**src/rtl/result_collector.sv**
```systemverilog
// Receive-side result collector: gathers NUM items per batch over valid/ready,
// keeps a running checksum and toggles rcv_en_o on every completed batch.
//   state   | meaning
//   IDLE    | not collecting; partial batch contents retained
//   COLLECT | accepting items, res_ready_o high
//   FULL    | batch complete, back-pressure until batch_ack_i
module result_collector #(
  parameter  int NUM        = 100,
  parameter  int ITEM_WIDTH = 8,
  localparam int CNT_W      = $clog2(NUM + 1),
  localparam int CSUM_W     = ITEM_WIDTH + $clog2(NUM)
) (
  input  logic                  clk_i,
  input  logic                  reset_i,
  input  logic                  enable_i,
  input  logic                  res_valid_i,
  input  logic [ITEM_WIDTH-1:0] res_i,
  output logic                  res_ready_o,
  input  logic                  batch_ack_i,
  output logic [ITEM_WIDTH-1:0] res_data_o [NUM-1:0],
  output logic [CNT_W-1:0]      count_o,
  output logic [CSUM_W-1:0]     checksum_o,
  output logic                  rcv_en_o,
  output logic [15:0]           batch_cnt_o
);

  typedef enum logic [1:0] {
    IDLE    = 2'd0,
    COLLECT = 2'd1,
    FULL    = 2'd2
  } state_t;

  state_t state_q, state_d;

  logic accept;
  logic last_accept;
  logic batch_start;

  assign res_ready_o = (state_q == COLLECT);
  assign accept      = res_valid_i && res_ready_o;
  assign last_accept = accept && (count_o == CNT_W'(NUM - 1));
  // Counters restart whenever a new batch window opens, not when one closes.
  assign batch_start = ((state_q == IDLE) && enable_i) ||
                       ((state_q == FULL) && batch_ack_i);

  always_ff @(posedge clk_i or posedge reset_i) begin
    if (reset_i) begin
      state_q <= IDLE;
    end else begin
      state_q <= state_d;
    end
  end

  always_comb begin
    state_d = state_q;
    case (state_q)
      IDLE: begin
        if (enable_i) state_d = COLLECT;
      end
      COLLECT: begin
        if (last_accept)    state_d = FULL;
        else if (!enable_i) state_d = IDLE;
      end
      FULL: begin
        if (batch_ack_i) state_d = enable_i ? COLLECT : IDLE;
      end
      default: state_d = IDLE;
    endcase
  end

  always_ff @(posedge clk_i or posedge reset_i) begin
    if (reset_i) begin
      count_o     <= '0;
      checksum_o  <= '0;
      rcv_en_o    <= 1'b0;
      batch_cnt_o <= '0;
      for (int i = 0; i < NUM; i++) res_data_o[i] <= '0;
    end else if (batch_start) begin
      count_o    <= '0;
      checksum_o <= '0;
    end else if (accept) begin
      for (int i = 0; i < NUM; i++) begin
        if (count_o == CNT_W'(i)) res_data_o[i] <= res_i;
      end
      count_o    <= count_o + CNT_W'(1);
      checksum_o <= checksum_o + CSUM_W'(res_i);
      if (last_accept) begin
        rcv_en_o    <= ~rcv_en_o;
        batch_cnt_o <= batch_cnt_o + 16'd1;
      end
    end
  end

endmodule

```
**config.mk**
```make
export PLATFORM = sky130hd
export DESIGN_NAME = result_collector
export DESIGN_NICKNAME = d
export VERILOG_FILES = /design/src/rtl/result_collector.sv
export SDC_FILE = /design/constraint.sdc
export NUM_CORES = 1
export LEC_CHECK = 0
export ABC_AREA = 1
export CORE_AREA = 10 10 332 334
export DETAILED_ROUTE_END_ITERATION = 10
export DIE_AREA = 0 0 342 344
export HOLD_SLACK_MARGIN = 0.1
export SLEW_MARGIN = 40
export SYNTH_ARGS = -nofsm -noshare
export SYNTH_HDL_FRONTEND = slang
export SYNTH_SLANG_ARGS = --single-unit
```
**constraint.sdc**
```tcl
create_clock -name clk_i -period 51.1 [get_ports clk_i]
set_input_delay 10.22 -clock clk_i [delete_from_list [all_inputs] [get_ports clk_i]]
set_output_delay 10.22 -clock clk_i [all_outputs]
set_load 0.005 [all_outputs]
```
# Word-level counts from Yosys, hierarchy flattened
# Index checks and enable logic that the tools add are counted.
dict set report word_totals {
  regBits 841
  elab_cells 334
  inputBits 13
}
dict set report classes {
  n_reduce_logical 110
  n_eq_ne 104
  addsub 3
  n_bitwise 2
  muxes 10
}
# op n
set ops {}
lappend ops {{AND reduction 3 bit} 102}
lappend ops {{equality test 7 bit (second input constant)} 36}
lappend ops {{equality test 7 x 6 -> 1 bit (second input constant)} 32}
lappend ops {{equality test 7 x 5 -> 1 bit (second input constant)} 16}
lappend ops {{equality test 7 x 4 -> 1 bit (second input constant)} 8}
lappend ops {{two-way mux 15 bit} 2}
lappend ops {{equality test 7 x 3 -> 1 bit (second input constant)} 4}
lappend ops {{adder 16 x 1 -> 16 bit (second input constant)} 1}
lappend ops {{adder 15 x 8 -> 15 bit} 1}
lappend ops {{equality test 7 x 2 -> 1 bit (second input constant)} 2}
lappend ops {{two-way mux 7 bit} 2}
lappend ops {{two-way mux 2 bit} 4}
lappend ops {{adder 7 x 1 -> 7 bit (second input constant)} 1}
lappend ops {{equality test 7 x 1 -> 1 bit (second input constant)} 1}
lappend ops {{zero test 7 bit} 1}
lappend ops {{one-hot mux 2 bit (3 select lines)} 1}
lappend ops {{logical AND 1 bit} 4}
lappend ops {{!= test 2 bit (second input constant)} 2}
lappend ops {{!= test 3 x 2 -> 1 bit (second input constant)} 1}
lappend ops {{equality test 2 x 1 -> 1 bit (second input constant)} 1}
lappend ops {{equality test 2 bit (second input constant)} 1}
lappend ops {{zero test 2 bit} 1}
lappend ops {{inverter 1 bit} 2}
lappend ops {{nonzero test 2 bit} 1}
lappend ops {{other kinds (2)} 2}

# Longest topological paths before layout
# Gate-level depths: netlist of the first run.
dict set report logic_depth {
  word_depth 5
  mapped_depth 13
  ltp_nobuf 12
}

# Worst setup path after synthesis of the first run
# OpenSTA, ideal clock, no wires.
dict set report synth_path {
  kind {input-to-reg}
  startpoint {input res_i[1]}
  endpoint {register checksum_o[10]}
  cell_stages 12
  setup_slack_ns 39.270
  t_required_ns 50.980
  n_path_buf 2
  arrival_time_ns 11.710
  cell_sequence {inv_1 > clkbuf_1 > clkbuf_1 > fa_1 > inv_1 > nand2_1 > nand2_1 > nand3_1 > nand2_1 > nand3_1 > o21ai_0 > nor2_1}
}
dict set report synth_via {
  elab_chain_cells 3
}
# item line
set synth_rtl {}
lappend synth_rtl {{from (decl)} 17} ;# input logic [ITEM_WIDTH-1:0] res_i,
lappend synth_rtl {{adder 15 x 8 -> 15 bit} 86} ;# checksum_o <= checksum_o + CSUM_W'(res_i);
lappend synth_rtl {{two-way mux 15 bit} 81} ;# end else if (accept) begin
lappend synth_rtl {{two-way mux 15 bit} 78} ;# end else if (batch_start) begin
lappend synth_rtl {{to (signal assigned)} 86}
lappend synth_rtl {{to (decl)} 22} ;# output logic [CSUM_W-1:0] checksum_o,
# No other way between the ends. The select of a mux whose other input is x is not followed.
# A chain may end at the register's enable or synchronous reset.

# Worst setup path in the final report of the first run
dict set report layout_path {
  startpoint {input res_valid_i}
  endpoint {register res_data_o[218] in the netlist's numbering}
}
dict set report layout_via {
  elab_chain_cells 2
}
# item line
set layout_rtl {}
lappend layout_rtl {{from (decl)} 16} ;# input logic res_valid_i,
lappend layout_rtl {{logical AND 1 bit} 40} ;# assign accept = res_valid_i && res_ready_o;
lappend layout_rtl {{AND reduction 3 bit (no line)} -}
lappend layout_rtl {{to (signal, indexed assignment)} 83} ;# if (count_o == CNT_W'(i)) res_data_o[i] <= res_i;
lappend layout_rtl {{to (decl)} 20} ;# output logic [ITEM_WIDTH-1:0] res_data_o [NUM-1:0],
# No other way between the ends.

==> flow_metrics.env, run 1 <==
export IMPL_max_cap_violations=0
export IMPL_die_width_um=342
export IMPL_netlist_area_mm2=0.03079
export IMPL_synth_cell_types=31
export IMPL_critPathMaxFanout=21
export IMPL_die_h_um=344
export IMPL_drt_antenna_violating_nets=0
export IMPL_critPathLaunchType="input pin"
export IMPL_finalWirelength_mm=126.8
export IMPL_worstMarginPinSlew_ps=874.8
export IMPL_wl_met3_mm=10.59
export IMPL_ctsHoldBuffers=0
export IMPL_hold_worst_slack_ps=478.0
export IMPL_initial_core_util=0.2983
export IMPL_io_pins=853
export IMPL_yosysWarnings=0
export IMPL_wl_met2_mm=59.91
export IMPL_synth_largest_area_cell="dfrtp_1"
export IMPL_drcViolationCount=0
export IMPL_portBuffers=852
export IMPL_cts_clk_slew_worst_paths_ps=60
export IMPL_wl_met1_mm=50.34
export IMPL_cts_resized=0
export IMPL_grt_pass1_wl_mm=179.7
export IMPL_slew_viol_final=0
export IMPL_fmax_mhz=79.72
export IMPL_drive_above_1_share=0.06019
export IMPL_avgSynthCellArea_um2=10.09
export IMPL_p_per_area_mw_per_mm2=35.19
export IMPL_fp_coreArea_mm2=0.1032
export IMPL_grt_pass1_vias=24099
export IMPL_synth_top_cells_by_area="dfrtp_1 (68%), nand2_1 (12%), o21ai_0 (11%)"
export IMPL_yosysMostFrequentCell="nand2_1"
export IMPL_ys_seq_area_frac=0.6835
export IMPL_finalSetupTns_ps=0
export IMPL_grt_max_degree=95
export IMPL_outcome="complete, no violations"
export IMPL_crit_path_end_kind="flip-flop"
export IMPL_period_minus_slack_ps=12540
export IMPL_grt_ovfl_total=0
export IMPL_area_delta_synth_final_pct=42.63
export IMPL_relSlewSlack=0.4168
export IMPL_syn_num_nets=3077
export IMPL_first_pass_iters=5
export IMPL_cts_root_buf="clkbuf_16"
export IMPL_setup_viol=0
export IMPL_synthTopCellsByCount="nand2_1 (995), dfrtp_1 (841), o21ai_0 (706)"
export IMPL_synth_cells=3050
export IMPL_ys_ff_latch=841
export IMPL_post_cts_buffers=0
export IMPL_cts_tree="done"
export IMPL_min_path_type="reg2reg"
export IMPL_timing_final_crit_share=0.2455
export IMPL_wire_per_inst_um=23.92
export IMPL_cts_buffer_depth=3
export IMPL_synth_edff_count=0
export IMPL_nets=3872
export IMPL_grt_usage=0.2072
export IMPL_synth_ff_type="dfrtp_1"
export IMPL_critical_path_class="in2reg"
export IMPL_synthArstFlopShare=1.000
export IMPL_vias=24844
export IMPL_crit_arrival_ps=13040
export IMPL_ir_worst_vdd_mv=0.02698
export IMPL_rsz0062_at_grt="false"
export IMPL_die_area_mm2=0.1176
export IMPL_ctsHtreeMaxLevel=3
export IMPL_skew_ps=32.44
export IMPL_numCtsBuffers=92
export IMPL_p_leak_nw=19.09
export IMPL_place_congestion=0.7924
export IMPL_synth_top_cell_area_share=0.6835
export IMPL_hpwl_mm=89.11
export IMPL_clkLatencyLatePin_ps=690
export IMPL_clock_sinks=841
export IMPL_vias_per_cell=4.686
export IMPL_worstPathRequired_ps=51600
export IMPL_antenna_found_initial=6
export IMPL_drtIter0Drc=1916
export IMPL_hold_viol=0
export IMPL_top_layer="met5"
export IMPL_rows=118
[report_power, final]
group	switching [W]	internal, W	total, W
Combinational	0.0000876	0.0000601	0.000148
Sequential	0.0000161	0.000690	0.000706
Clock	0.000287	0.000405	0.000692
[worst paths after layout]
check	startpoint	endpoint	slack (ps)	depth (start not counted)
max	res_valid_i	res_data_o[218]	38560	10
min	rcv_en_o	rcv_en_o	480	1
max reg2reg	state_q[1]	res_data_o[218]	48190	10
min reg2reg	rcv_en_o	rcv_en_o	480	1
max in group asynchronous	reset_i	res_data_o[553]	39290	4
min in group asynchronous	reset_i	res_data_o[98]	10070	2
[routing by layer]
layer / vias to the layer above / GRT usage
met5: - / 0
met4: 2 / 0.09266
met3: 219 / 0.06712
met2: 809 / 0.3378
met1: 12225 / 0.2490
li1: 11589 / -
[per-stage QoR]
| step | instances | setup slack [ps] | total power (W) | utilization | instance area (µm²) |
|---|---|---|---|---|---|
| global placement | 5126 | 37750 | 0.0008650 | 0.3937 | 40630 |
| global route | 5302 | 38390 | 0.001606 | 0.4255 | 43920 |
| CTS | 5300 | 38600 | 0.001565 | 0.4252 | 43880 |
| detailed placement | 5130 | 37890 | 0.0008675 | 0.3947 | 40730 |
| finish | 5302 | 38560 | 0.001546 | 0.4255 | 43920 |
| floorplan | 3050 | 17250 | 0.0007730 | - | 30790 |
[sequential cells by signal, indices dropped and copies added (netlist names)]
register and cells:
checksum_o 15, batch_cnt_o 16, rcv_en_o 1, count_o 7, state_q 2, res_data_o 800
[critical path, cell delays in order]
cell and delay (ps):
clkdlybuf4s50_1 520, nand3_1 100, buf_4 230, inv_2 310, nand2_1 250, nor3_2 550
buf_4 290, nand2_1 310, nand2_1 140, o21ai_0 90
[cell type report]
type / instances / area, µm²
diodes: 1 / 2.502
clock buffers: 131 / 2691
clock inverters: 39 / 459.2
fillers: 9948 / 59290
inverters: 56 / 245.2
multi-input cells: 1959 / 8808
flip-flops and latches: 841 / 21050
well taps: 1380 / 1727
repair buffers: 895 / 8937
[layout by cell type, fill, tap and decap left out, types with 6 or more instances in the layout]
cell,instances
nand2_1,994
clkdlybuf4s50_1,852
dfrtp_1,841
o21ai_0,706
o21ai_1,106
clkbuf_16,94
inv_1,42
nor2_1,37
nand3_1,32
buf_4,29
clkinv_2,24
clkbuf_8,20
clkbuf_1,17
ha_1,13
buf_6,11
nor2_2,10
a21oi_1,10
xor2_1,9
bufinv_16,7
nor3_1,6
xnor2_1,6
[kinds of logic (layout without fill, tap and decap cells)]
logic type | after synthesis | count (layout) | share of synthesized area
flip-flops | 841 | 841 | 0.6835
buffers and inverters | 250 | 1121 | 0.03141
other | 0 | 1 | 0
adder cells (fa/ha/maj) | 14 | 14 | 0.005933
AO/OA/AOI/OAI | 829 | 829 | 0.1354
XOR/XNOR | 15 | 15 | 0.004267
AND/OR/NAND/NOR | 1101 | 1101 | 0.1395
No activity file was read; power rests on OpenSTA's default activity.
==> inputs of run 2 (changes only) <==
- clock period: 51.1 -> 11 ns (I/O delays scaled with it)
==> run 2 against run 1 <==
Effect of this change:
- first-iteration DRC count down 1.7%
- routed wire length about the same
- register-to-register slack worse by 40000 ps
- utilization up 0.089 points
- worst setup slack got worse by 32000 ps
- non-clock buffer count shrank 2
- clock power grew to 4.7 times the previous value
- flip-flop and latch count did not move
- critical path type unchanged
- highest routed layer unchanged
==> flow_metrics.env, run 2 (synthesized netlist as in run 1, its figures left out) <==
export IMPL_outcome="complete, no violations"
export IMPL_pwr_share_seq=0.456
export IMPL_period_minus_slack_ps=4491
export IMPL_vias_per_cell=4.664
export IMPL_worstMarginPinSlew_ps=874.3
export IMPL_fmax_mhz=222.7
export IMPL_stdcell_count=5299
export IMPL_max_cap_violations=0
export IMPL_drtIter0Drc=1884
export IMPL_post_cts_buffers=0
export IMPL_antenna_found_initial=9
export IMPL_worstPathRequired_ps=11530
export IMPL_setup_viol=0
export IMPL_ctsHoldBuffers=0
export IMPL_clkPwrFrac=0.448
export IMPL_grt_pass1_wl_mm=179.7
export IMPL_fp_coreArea_mm2=0.1032
export IMPL_top_regs="res_data_o (800), batch_cnt_o (16), checksum_o (15)"
export IMPL_critPathLaunchType="input pin"
export IMPL_ir_worst_vdd_mv=0.1513
export IMPL_finalWirelength_mm=126.8
export IMPL_cts_tree="done"
export IMPL_pre_cts_ws_ps=5596
export IMPL_cts_buffer_depth=3
export IMPL_io_pins=853
export IMPL_layout_common_cells="nand2_1 (994), clkdlybuf4s50_1 (852), dfrtp_1 (841)"
export IMPL_multiInputGateArea_mm2=0.008825
export IMPL_grt_usage=0.2081
export IMPL_rsz0062_at_grt="false"
export IMPL_grt_ovfl_total=0
export IMPL_dp_cells=5128
export IMPL_drive_above_1_share=0.05846
export IMPL_regMostFlops="res_data_o"
export IMPL_p_switching_w=0.001799
export IMPL_slew_viol_final=0
export IMPL_largest_reg_flops=800
export IMPL_filler_cell_count=9907
export IMPL_numCtsBuffers=95
export IMPL_crit_arrival_ps=5020
export IMPL_first_pass_iters=7
export IMPL_final_common_cell="nand2_1"
export IMPL_total_power_w=0.007196
export IMPL_p_per_area_mw_per_mm2=163.5
export IMPL_skew_ps=26.60
export IMPL_place_congestion=0.8177
export IMPL_switching_share=0.2500
export IMPL_grt_pass1_vias=23961
export IMPL_pwr_share_comb=0.096
export IMPL_cts_clk_slew_worst_paths_ps=60
export IMPL_clock_sinks=841
export IMPL_cts_resized=0
export IMPL_grt_max_degree=145
export IMPL_drt_antenna_violating_nets=0
export IMPL_worst_slack_ps=6509
export IMPL_p_int_w=0.005397
export IMPL_portBuffers=852
export IMPL_p_leak_nw=19.10
export IMPL_layout_area_seq_mm2=0.02105
export IMPL_ctsHtreeMaxLevel=3
export IMPL_area_delta_synth_final_pct=42.93
export IMPL_hold_viol=0
export IMPL_rows=118
export IMPL_clkLatencyLatePin_ps=680
export IMPL_initial_core_util=0.2983
export IMPL_die_width_um=342
export IMPL_min_path_type="reg2reg"
export IMPL_critical_path_class="in2reg"
export IMPL_die_h_um=344
export IMPL_dpl_instance_area_mm2=0.04078
export IMPL_cts_root_buf="clkbuf_16"
export IMPL_relSlewSlack=0.4171
export IMPL_timing_final_crit_share=0.4082
export IMPL_hold_worst_slack_ps=476.8
export IMPL_critPathMaxFanout=21
export IMPL_design_area_mm2=0.04401
export IMPL_crit_path_end_kind="flip-flop"
export IMPL_vias=24713
export IMPL_nets=3873
export IMPL_hpwl_mm=88.74
export IMPL_wire_per_inst_um=23.93
export IMPL_die_area_mm2=0.1176
export IMPL_drcViolationCount=0
-- run 2: cell types whose count changed in the layout (fill, tap and decap cells not counted), sizes merged --
cell | before | now
clkbuf | 131 | 139
buf | 43 | 41
bufinv | 7 | 6
diode | 1 | 2
clkinv | 27 | 18
-- run 2: cell type report --
class,instances,share of cell area
repair buffers,893,0.2040
clock buffers,139,0.06374
flip-flops and latches,841,0.4782
well taps,1380,0.03924
multi-input cells,1959,0.2005
inverters,56,0.005629
clock inverters,29,0.008558
diodes,2,0.0001137
-- run 2: critical path: stages --
cell	delay (ps)
clkdlybuf4s50_1	550
nand3_1	140
buf_4	260
inv_2	270
nand2_1	250
nor3_2	420
buf_4	290
nand2_1	370
nand2_1	170
o21ai_1	70
-- run 2: path summary, 6_finish.rpt --
path / start / end / slack (ps) / depth (start not counted)
worst min register to register: rcv_en_o / rcv_en_o / 480 / 1
worst max-delay path: res_valid_i / res_data_o[58] / 6510 / 10
min in group asynchronous: reset_i / res_data_o[129] / 1870 / 2
max in group asynchronous: reset_i / res_data_o[453] / 6990 / 6
worst max register to register: state_q[1] / res_data_o[58] / 8160 / 10
worst min-delay path: rcv_en_o / rcv_en_o / 480 / 1
-- run 2: metrics by stage --
stage,setup TNS (ps),util
after floorplan,-2316300,-
after global placement,0,0.3937
after detailed placement,0,0.3952
after CTS,0,0.4260
after global routing,0,0.4264
final,0,0.4264
-- run 2: routing by layer --
metal / part of all wire / global-route usage
met5: 0.00021 / 0
met3: 0.087 / 0.07228
met2: 0.47 / 0.3364
met1: 0.40 / 0.2491
met4: 0.049 / 0.09339
-- run 2: power by group through the flow --
| stage | combinational (W) | sequential (W) | clock [W] |
|---|---|---|---|
| finish | 0.000692 | 0.00328 | 0.00323 |
| global route | 0.000762 | 0.00329 | 0.00343 |
| CTS | 0.000707 | 0.00328 | 0.00331 |
| detailed placement | 0.000704 | 0.00333 | 0 |
| global placement | 0.000698 | 0.00333 | 0 |
| floorplan | 0.000255 | 0.00334 | 0 |
